`config.mk`:
```
export PLATFORM = sky130hd
export DESIGN_NAME = rdma_sq_entry_parser_flat
export DESIGN_NICKNAME = d
export VERILOG_FILES = /design/src/rtl/rdma_sq_entry_parser_if.sv /design/src/rtl/rdma_sq_entry_parser.sv /design/src/flat_wrapper.sv
export SDC_FILE = /design/constraint.sdc
export NUM_CORES = 2
export LEC_CHECK = 0
export ABC_AREA = 1
export CAP_MARGIN = 20
export CORE_MARGIN = 2
export CORE_UTILIZATION = 55
export CTS_CLUSTER_SIZE = 8
export DETAILED_ROUTE_END_ITERATION = 7
export DONT_BUFFER_PORTS = 1
export PLACE_DENSITY_LB_ADDON = 0.1
export SLEW_MARGIN = 40
export SYNTH_ARGS = -nofsm -noshare
export SYNTH_HDL_FRONTEND = slang
export SYNTH_SLANG_ARGS = --single-unit
```
`constraint.sdc`:
```
create_clock -name S_AXIS_ACLK -period 5.1 [get_ports S_AXIS_ACLK]
set_input_delay 0.765 -clock S_AXIS_ACLK [delete_from_list [all_inputs] [get_ports S_AXIS_ACLK]]
set_output_delay 0.765 -clock S_AXIS_ACLK [all_outputs]
set_load 0.005 [all_outputs]
```
`src/rtl/rdma_sq_entry_parser_if.sv`:
```
// rdma_sq_entry_parser_if: AXI4-Stream slave bus carrying SQ entry beats.
// The master side drives beats and the parser drives TREADY back.
interface rdma_sq_entry_parser_if #(
    parameter int unsigned C_S_AXIS_TDATA_WIDTH = 32
);
    logic                              TVALID;
    logic                              TREADY;
    logic [C_S_AXIS_TDATA_WIDTH-1:0]   TDATA;
    logic [C_S_AXIS_TDATA_WIDTH/8-1:0] TSTRB;
    logic                              TLAST;

    modport master (
        output TVALID,
        output TDATA,
        output TSTRB,
        output TLAST,
        input  TREADY
    );

    modport slave (
        input  TVALID,
        input  TDATA,
        input  TSTRB,
        input  TLAST,
        output TREADY
    );
endinterface

```
`src/rtl/rdma_sq_entry_parser.sv`:
```
// rdma_sq_entry_parser: assembles fixed-size SQ entries from an AXI4-Stream of
// any supported width and decodes them into RDMA descriptor fields, held in an
// output stage behind a valid/ready handshake.
// Build option RDMA_SQ_TLAST_CHECK_EN: when defined, TLAST framing is checked
// (frame_err pulse, early-TLAST discard, DRAIN recovery on missing TLAST);
// when undefined, entries are delimited by beat count alone.
module rdma_sq_entry_parser #(
    parameter int unsigned C_S_AXIS_TDATA_WIDTH = 32,
    parameter int unsigned ENTRY_BYTES          = 64
) (
    input  logic                          S_AXIS_ACLK,
    input  logic                          S_AXIS_ARESETN,
    rdma_sq_entry_parser_if.slave         S_AXIS,
    output logic [31:0]                   rdma_id,
    output logic [15:0]                   rdma_opcode,
    output logic [15:0]                   rdma_flags,
    output logic [63:0]                   rdma_local_key,
    output logic [63:0]                   rdma_remote_key,
    output logic [127:0]                  rdma_btt,
    output logic [(ENTRY_BYTES-40)*8-1:0] rdma_reserved,
    output logic                          rdma_entry_valid,
    input  logic                          rdma_entry_ready,
    output logic                          frame_err,
    output logic [31:0]                   entry_count
);
    localparam int unsigned W     = C_S_AXIS_TDATA_WIDTH;
    localparam int unsigned ENT_W = ENTRY_BYTES * 8;
    localparam int unsigned BEATS = ENT_W / W;
    localparam int unsigned CNT_W = (BEATS > 1) ? $clog2(BEATS) : 1;
    localparam logic [CNT_W-1:0] LAST_CNT = CNT_W'(BEATS - 1);

    localparam logic [0:0] ST_RECV  = 1'b0;
    localparam logic [0:0] ST_DRAIN = 1'b1;

    logic [0:0]       r_state;
    logic [CNT_W-1:0] r_beat_cnt;
    logic [ENT_W-1:0] r_out;
    logic             r_valid;
    logic             r_frame_err;
    logic [31:0]      r_entry_count;

    logic             w_accept;
    logic             w_last_beat;
    logic             w_stall;
    logic [ENT_W-1:0] w_entry;
    logic             w_unused;

    assign w_last_beat = (r_beat_cnt == LAST_CNT);
    // Only a completing beat that would overwrite an unconsumed entry is held off.
    assign w_stall       = (r_state == ST_RECV) & w_last_beat & r_valid & ~rdma_entry_ready;
    assign S_AXIS.TREADY = ~w_stall;
    assign w_accept      = S_AXIS.TVALID & ~w_stall;

    assign w_unused = ^S_AXIS.TSTRB;

    // The final beat is never stored: it is merged straight from TDATA on completion.
    if (BEATS > 1) begin : g_buf
        logic [(BEATS-1)*W-1:0] r_buf;

        // Capture every non-final beat into its slot of the assembly buffer.
        always_ff @(posedge S_AXIS_ACLK or negedge S_AXIS_ARESETN) begin
            if (!S_AXIS_ARESETN) begin
                r_buf <= '0;
            end else if (w_accept && (r_state == ST_RECV) && !w_last_beat) begin
                for (int unsigned b = 0; b < BEATS - 1; b++) begin
                    if (r_beat_cnt == b[CNT_W-1:0]) begin
                        r_buf[b*W +: W] <= S_AXIS.TDATA;
                    end
                end
            end
        end

        assign w_entry = {S_AXIS.TDATA, r_buf};
    end else begin : g_nobuf
        assign w_entry = S_AXIS.TDATA;
    end

    // Framing FSM, beat counter, output hold stage and entry counter.
    always_ff @(posedge S_AXIS_ACLK or negedge S_AXIS_ARESETN) begin
        if (!S_AXIS_ARESETN) begin
            r_state       <= ST_RECV;
            r_beat_cnt    <= '0;
            r_out         <= '0;
            r_valid       <= 1'b0;
            r_frame_err   <= 1'b0;
            r_entry_count <= '0;
        end else begin
            r_frame_err <= 1'b0;
            if (r_valid && rdma_entry_ready) begin
                r_valid <= 1'b0;
            end
            if (w_accept) begin
                if (r_state == ST_DRAIN) begin
                    if (S_AXIS.TLAST) begin
                        r_state    <= ST_RECV;
                        r_beat_cnt <= '0;
                    end
                end else if (w_last_beat) begin
                    r_beat_cnt <= '0;
`ifdef RDMA_SQ_TLAST_CHECK_EN
                    if (!S_AXIS.TLAST) begin
                        r_frame_err <= 1'b1;
                        r_state     <= ST_DRAIN;
                    end else
`endif
                    begin
                        // A completion overrides the clear above, so valid stays high.
                        r_out         <= w_entry;
                        r_valid       <= 1'b1;
                        r_entry_count <= r_entry_count + 32'd1;
                    end
                end else begin
`ifdef RDMA_SQ_TLAST_CHECK_EN
                    if (S_AXIS.TLAST) begin
                        r_frame_err <= 1'b1;
                        r_beat_cnt  <= '0;
                    end else
`endif
                    begin
                        r_beat_cnt <= r_beat_cnt + CNT_W'(1);
                    end
                end
            end
        end
    end

    assign rdma_id          = r_out[31:0];
    assign rdma_opcode      = r_out[47:32];
    assign rdma_flags       = r_out[63:48];
    assign rdma_local_key   = r_out[127:64];
    assign rdma_remote_key  = r_out[191:128];
    assign rdma_btt         = r_out[319:192];
    assign rdma_reserved    = r_out[ENT_W-1:320];
    assign rdma_entry_valid = r_valid;
    assign frame_err        = r_frame_err;
    assign entry_count      = r_entry_count;
endmodule

```
`src/flat_wrapper.sv`:
```
// flat-port wrapper written by rule: the top's interface ports become plain ports
module rdma_sq_entry_parser_flat 
#(
    parameter int unsigned C_S_AXIS_TDATA_WIDTH = 32,
    parameter int unsigned ENTRY_BYTES          = 64
)
  (S_AXIS_ACLK, S_AXIS_ARESETN, rdma_id, rdma_opcode, rdma_flags, rdma_local_key, rdma_remote_key, rdma_btt, rdma_reserved, rdma_entry_valid, rdma_entry_ready, frame_err, entry_count, S_AXIS_TVALID, S_AXIS_TDATA, S_AXIS_TSTRB, S_AXIS_TLAST, S_AXIS_TREADY);
  rdma_sq_entry_parser_if #(.C_S_AXIS_TDATA_WIDTH(C_S_AXIS_TDATA_WIDTH)) S_AXIS_i ();
  input  logic S_AXIS_ACLK;
  input  logic S_AXIS_ARESETN;
  output logic [31:0] rdma_id;
  output logic [15:0] rdma_opcode;
  output logic [15:0] rdma_flags;
  output logic [63:0] rdma_local_key;
  output logic [63:0] rdma_remote_key;
  output logic [127:0] rdma_btt;
  output logic [(ENTRY_BYTES-40)*8-1:0] rdma_reserved;
  output logic rdma_entry_valid;
  input  logic rdma_entry_ready;
  output logic frame_err;
  output logic [31:0] entry_count;
  input wire logic [$bits(S_AXIS_i.TVALID)-1:0] S_AXIS_TVALID;
  input wire logic [$bits(S_AXIS_i.TDATA)-1:0] S_AXIS_TDATA;
  input wire logic [$bits(S_AXIS_i.TSTRB)-1:0] S_AXIS_TSTRB;
  input wire logic [$bits(S_AXIS_i.TLAST)-1:0] S_AXIS_TLAST;
  output wire logic [$bits(S_AXIS_i.TREADY)-1:0] S_AXIS_TREADY;
  assign S_AXIS_i.TVALID = S_AXIS_TVALID;
  assign S_AXIS_i.TDATA = S_AXIS_TDATA;
  assign S_AXIS_i.TSTRB = S_AXIS_TSTRB;
  assign S_AXIS_i.TLAST = S_AXIS_TLAST;
  assign S_AXIS_TREADY = S_AXIS_i.TREADY;
  rdma_sq_entry_parser #(.C_S_AXIS_TDATA_WIDTH(C_S_AXIS_TDATA_WIDTH), .ENTRY_BYTES(ENTRY_BYTES)) u_core (.S_AXIS_ACLK(S_AXIS_ACLK), .S_AXIS_ARESETN(S_AXIS_ARESETN), .S_AXIS(S_AXIS_i), .rdma_id(rdma_id), .rdma_opcode(rdma_opcode), .rdma_flags(rdma_flags), .rdma_local_key(rdma_local_key), .rdma_remote_key(rdma_remote_key), .rdma_btt(rdma_btt), .rdma_reserved(rdma_reserved), .rdma_entry_valid(rdma_entry_valid), .rdma_entry_ready(rdma_entry_ready), .frame_err(frame_err), .entry_count(entry_count));
endmodule
```
* Yosys cells after proc, flatten, opt, wreduce, memory -nomap -nowiden *
Cells that the tools add are included.

cells by class
  $add $sub $neg = 2
  equality and inequality tests = 16
  muxes and demuxes = 9
  bitwise operators = 7
  reductions and logical operators = 22

operators with widths
  cell                     number
  $add A32 B1 Y32 const B  1
  $eq A4 B4 Y1 const B     8
  $reduce_and A2 Y1        16
  $eq A4 B3 Y1 const B     4
  $mux W4                  3
  $eq A4 B2 Y1 const B     2
  $mux W1                  6
  $add A4 B1 Y4 const B    1
  $and A1 B1 Y1            4
  $eq A4 B1 Y1 const B     1
  $logic_not A4 Y1         1
  $logic_and A1 B1 Y1      3
  $not A1 Y1               3
  $reduce_and A3 Y1        1
  $ne A2 B2 Y1 const B     1
  $logic_not A1 Y1         1

word-level totals
  bits in registers = 1030
  input port bits = 41
  output and inout port bits = 547
  logic and storage cells = 76

* Longest topological paths before layout *
  word-level depth = 9
  mapped depth = 10

* Worst setup path after synthesis *
OpenSTA, ideal clock, no wires.

  path kind = in2reg
  from = input port rdma_entry_ready
  to = register u_core.r_entry_count[13] (netlist: u_core.entry_count[13])
  arrival = 1642 ps
  data required time = 4979 ps
  setup slack = 3337 ps
  stages = 8
  path buffers = 2
  cell sequence = inv_1 nand2_1 nand4_1 buf_2 buf_2 nor2_2 nand2_1 xor2_1

on the way
  word-level cells in the longest chain between the ends = 5

ends and longest elaborated chain
  element                      RTL line                     text
  start: declaration           flat_wrapper.sv:19           input logic rdma_entry_ready;
  $not A1 Y1                   rdma_sq_entry_parser.sv:50   assign w_stall = (r_state == ST_RECV) & w_last_beat & r_valid & ~rdma_entry_ready;
  $and A1 B1 Y1                rdma_sq_entry_parser.sv:50
  $not A1 Y1                   rdma_sq_entry_parser.sv:52   assign w_accept = S_AXIS.TVALID & ~w_stall;
  $and A1 B1 Y1                rdma_sq_entry_parser.sv:52
  $reduce_and A3 Y1 (no line)  --
  end signal: assignment       rdma_sq_entry_parser.sv:110  r_entry_count <= r_entry_count + 32'd1;
  end: declaration             rdma_sq_entry_parser.sv:40   logic [31:0] r_entry_count;

No other way between the ends.
A chain may end at the register's enable or synchronous reset.

* Worst setup path in the final report *
  from = register u_core.r_beat_cnt[0]
  to = register u_core.r_entry_count[19] (netlist: u_core.entry_count[19])

on the way
  word-level cells in the longest chain between the ends = 7

ends and longest elaborated chain
  element                          RTL line                     text
  start: declaration               rdma_sq_entry_parser.sv:36   logic [CNT_W-1:0] r_beat_cnt;
  start signal: assignment         rdma_sq_entry_parser.sv:120  r_beat_cnt <= r_beat_cnt + CNT_W'(1);
  $eq A4 B4 Y1 (*)                 rdma_sq_entry_parser.sv:48   assign w_last_beat = (r_beat_cnt == LAST_CNT);
  $and A1 B1 Y1 (3 in a row)       rdma_sq_entry_parser.sv:50
  $not A1 Y1                       rdma_sq_entry_parser.sv:52
  $and A1 B1 Y1                    rdma_sq_entry_parser.sv:52
  $reduce_and A3 Y1 (no line) (*)  --

Every way passes the cells marked *; elsewhere a longest branch is shown, timed or not.

==> results by group <==
Timing
  • Worst slew pin tran: around 800 ps
  • Tcrit/Tclk final: 60.5%
  • Clock skew: roughly 24 ps
  • Slew Limit Fails: 0
  • Max-slew headroom: approximately 45%
  • Period minus WS final: just over 3000 ps
  • Final Hold Vio Count: 0
  • Fmax: between 300 and 400 MHz
  • RSZ-0062 raised after global routing: no
  • Final hold slack: 62.9 ps
  • Final TNS setup: 0 ps
  • Final setup viols: 0

Routing
  • Via count: 26.8k
  • WL/cell: around 22 um
  • Post-route DRC: 0
  • Detailed-route wire length: ~110000 um
  • TritonRoute pass-1 iters: 5
  • Number of DRC markers in iteration 0: approximately 2.6k
  • Final ANT Viol Nets: 0
  • Drt via density: around 5.4

Logic synthesis
  • Area leader, netlist: dfrtp_1
  • Register area share after synthesis: about two thirds
  • Number of synthesized register bits: between 1k and 1.5k
  • Synth Flop Type: dfrtp_1
  • Most frequent cell after synthesis: nand2_1
  • EDFF count, synth: 0
  • YS warnings: 0
  • Synth area leaders: dfrtp_1 66%, nand2_1 11%, o21ai_0 7.4%
  • Mapped Nets: approximately 4.1k
  • Post-synth top cells: 1194 x nand2_1, 1030 x dfrtp_1, 580 x o21ai_0
  • Async set or reset register ratio after synthesis: between 90% and 100%
  • Top cell type's share of synthesized area: between 60 and 70%
  • Gate Count Post-Synth: around 4k
  • Netlist cell types: 29
  • Syn_area_per_cell: around 9.6 um2
  • Netlist Area Pre-Place: 39200 um2

CTS
  • Max clock buf depth: 3
  • Clk Latency, worst-skew pair: about 710 ps
  • CTS clk-pin slew, worst paths: about 50 ps
  • CTS tree: done
  • Sinks on Clock Net: 1030
  • H-tree depth: 4
  • Total CTS buffers: 146
  • Root Driver: clkbuf_16
  • Post-cts sizing count: 0
  • Setup bufs post-CTS: 0

Power
  • Net load switching power: ~8.3 mW
  • Internal Power: about 18 mW
  • Static leakage: approximately 21 nW
  • Switching part of the total: 31.4%
  • Total power: ~27 mW
  • Pwr/cell area: slightly above 600 nW/um2
  • Combinational share of power: 15.8%
  • Clk network pwr share: between 30% and 40%
  • Seq pwr share: between 50% and 60%
  • VDD IR-drop max: around 0.37 mV

Setup path
  • Crit path launch type: flip-flop
  • Worst path top cell family by delay: buffers and inverters
  • Worst-path cell with the longest stage delay: inv_1
  • Critical Path Max Stage Delay: around 610 ps
  • Worst setup EP type: flip-flop
  • Levels on crit path: 10
  • Critical Path RT: 5690 ps
  • Arr. time, crit path: approximately 3700 ps
  • Peak fanout along the critical path: 141
  • Cell mode on critical path: nand2_1
  • CP Cell Sequence: ha_1 > inv_2 > nor2_1 > nand4_1 > buf_12 > inv_1 > buf_4 > nand2_1 > o21bai_1 > nand2_1
  • Crit path kind: reg2reg
  • R2R depth: 10
  • Buf+Inv Stages, Crit Path: 4

Min path
  • Worst Hold Class: in2async

GRT
  • Pin count of the biggest net entering global routing: ~1.0k
  • Vias in the first global route: roughly 26k
  • Grt total ovfl: 0
  • Initial antenna violation count: 4
  • First-pass GRT wire length: 165000 um
  • GRT Util Overall: approximately 30%

Status
  • Status: complete, no violations

Floorplan
  • Die Area: 73500 um2
  • Core Rows: 97
  • Initial Util: 55.8%
  • Total core area: slightly above 70000 um2
  • Chip height: 271 um
  • DIE WIDTH: about 270 um
  • Number of I/O pins: around 590

Layout
  • Fill count: 5892
  • Nets: 4080
  • Layout cells sized above 1: 5.36%
  • Final non-filler cell total: roughly 5k
  • Antenna diode count: 0
  • Final core occ: approximately 62%
  • Area Growth Syn to Fin: 11.3%

Place
  • Post-DP HPWL: around 67000 um
  • Dpl cells: 4813
  • I/O Buffers: 0
  • Routability congestion estimate: 0.836

Run
  • Max-cap violations: 0
-- registers in the layout, summed over array words and instances, names as in the netlist --
register and cells:
u_core.r_out 512, u_core.g_buf.r_buf 480, u_core.entry_count 32, u_core.r_beat_cnt 4, u_core.r_state 1, u_core.rdma_entry_valid 1
-- path summary, 6_finish.rpt --
path                                                       to                                 from  slack [ps]
max in group asynchronous       u_core.r_out[300]$_DFFE_PN0P_                       S_AXIS_ARESETN        2720
max                        u_core.entry_count[19]$_DFFE_PN0P_     u_core.r_beat_cnt[0]$_DFFE_PN0P_        2020
min                              u_core.r_out[15]$_DFFE_PN0P_                       S_AXIS_ARESETN          60
min in group S_AXIS_ACLK           u_core.r_state$_DFFE_PN0N_                        S_AXIS_TVALID         150
max reg2reg                u_core.entry_count[19]$_DFFE_PN0P_     u_core.r_beat_cnt[0]$_DFFE_PN0P_        2020
min reg2reg                     u_core.r_out[228]$_DFFE_PN0P_  u_core.g_buf.r_buf[228]$_DFFE_PN0P_         460
-- metrics by stage --
stage | cell area, um2 | setup WS (ps)
after global routing | 43700 | 1810
final | 43700 | 2020
after detailed placement | 39500 | 1900
after global placement | 39300 | 1930
after CTS | 43400 | 2070
after floorplan | 39200 | 3340
-- area by class of cell --
class                      count  area [um2]  share of cell area [%]
sequential                  1030       25800                    59.0
clock inverter                 9         141                   0.324
multi-input combinational   2295       10200                    23.4
tap                          940        1180                    2.69
timing repair buffer          39         686                    1.57
clock buffer                 151        3740                    8.55
inverter                     522        1960                    4.48
-- power by group through the flow --
| stage | registers (mW) | clock network (mW) | logic, mW |
|---|---|---|---|
| finish | 13.9 | 8.48 | 4.19 |
| global route | 14.1 | 8.96 | 5.02 |
| CTS | 13.9 | 8.61 | 4.01 |
| detailed placement | 13.9 | 0 | 3.94 |
| global placement | 13.9 | 0 | 3.71 |
| floorplan | 12.8 | 0 | 3.31 |
-- cell families (layout without fill, tap and decap cells) --
group	after synthesis	count (layout)	synth area share (%)
AOI/OAI and AO/OA	970	970	12.4
xor gates and xnor gates	17	17	0.379
adders and majority gates	5	5	0.159
buffers and inverters	764	721	8.36
DFF	1030	1030	65.7
other	1	1	0.00956
and+or+nand+nor	1302	1302	13.0
-- cell usage in the layout, fill, tap and decap left out --
master / netlist / routed
a21oi_1: 2 / 2
buf_12: 1 / 8
buf_16: 0 / 11
buf_4: 20 / 9
buf_6: 22 / 4
buf_8: 0 / 5
clkbuf_1: 73 / 2
clkbuf_16: 0 / 150
clkinv_16: 0 / 1
clkinv_8: 0 / 1
conb_1: 1 / 1
dfrtp_1: 1030 / 1030
dlygate4sd3_1: 0 / 1
ha_1: 5 / 5
inv_1: 520 / 520
inv_16: 0 / 3
inv_2: 2 / 2
inv_6: 0 / 4
nand2_1: 1194 / 1194
nand2_2: 2 / 2
nand3_1: 18 / 18
nand3_2: 1 / 1
nand3_4: 1 / 1
nand3b_1: 2 / 2
nand4_1: 7 / 7
nor2_1: 61 / 61
nor2_2: 7 / 1
nor2_4: 0 / 6
nor2_8: 8 / 8
nor3_1: 1 / 1
o211ai_1: 1 / 1
o21ai_0: 580 / 580
o21ai_1: 384 / 384
o21bai_1: 2 / 2
o22a_1: 1 / 1
xnor2_1: 3 / 3
xor2_1: 14 / 14
-- metal layers --
metal	GRT usage [%]	share of wire, %	vias to the layer above
li1	-	-	12583
met1	39.5	41	13022
met2	46.6	46	932
met3	10.0	9.0	221
met4	12.2	3.9	0
met5	0	0	-
(Power assumes the default switching activity.)
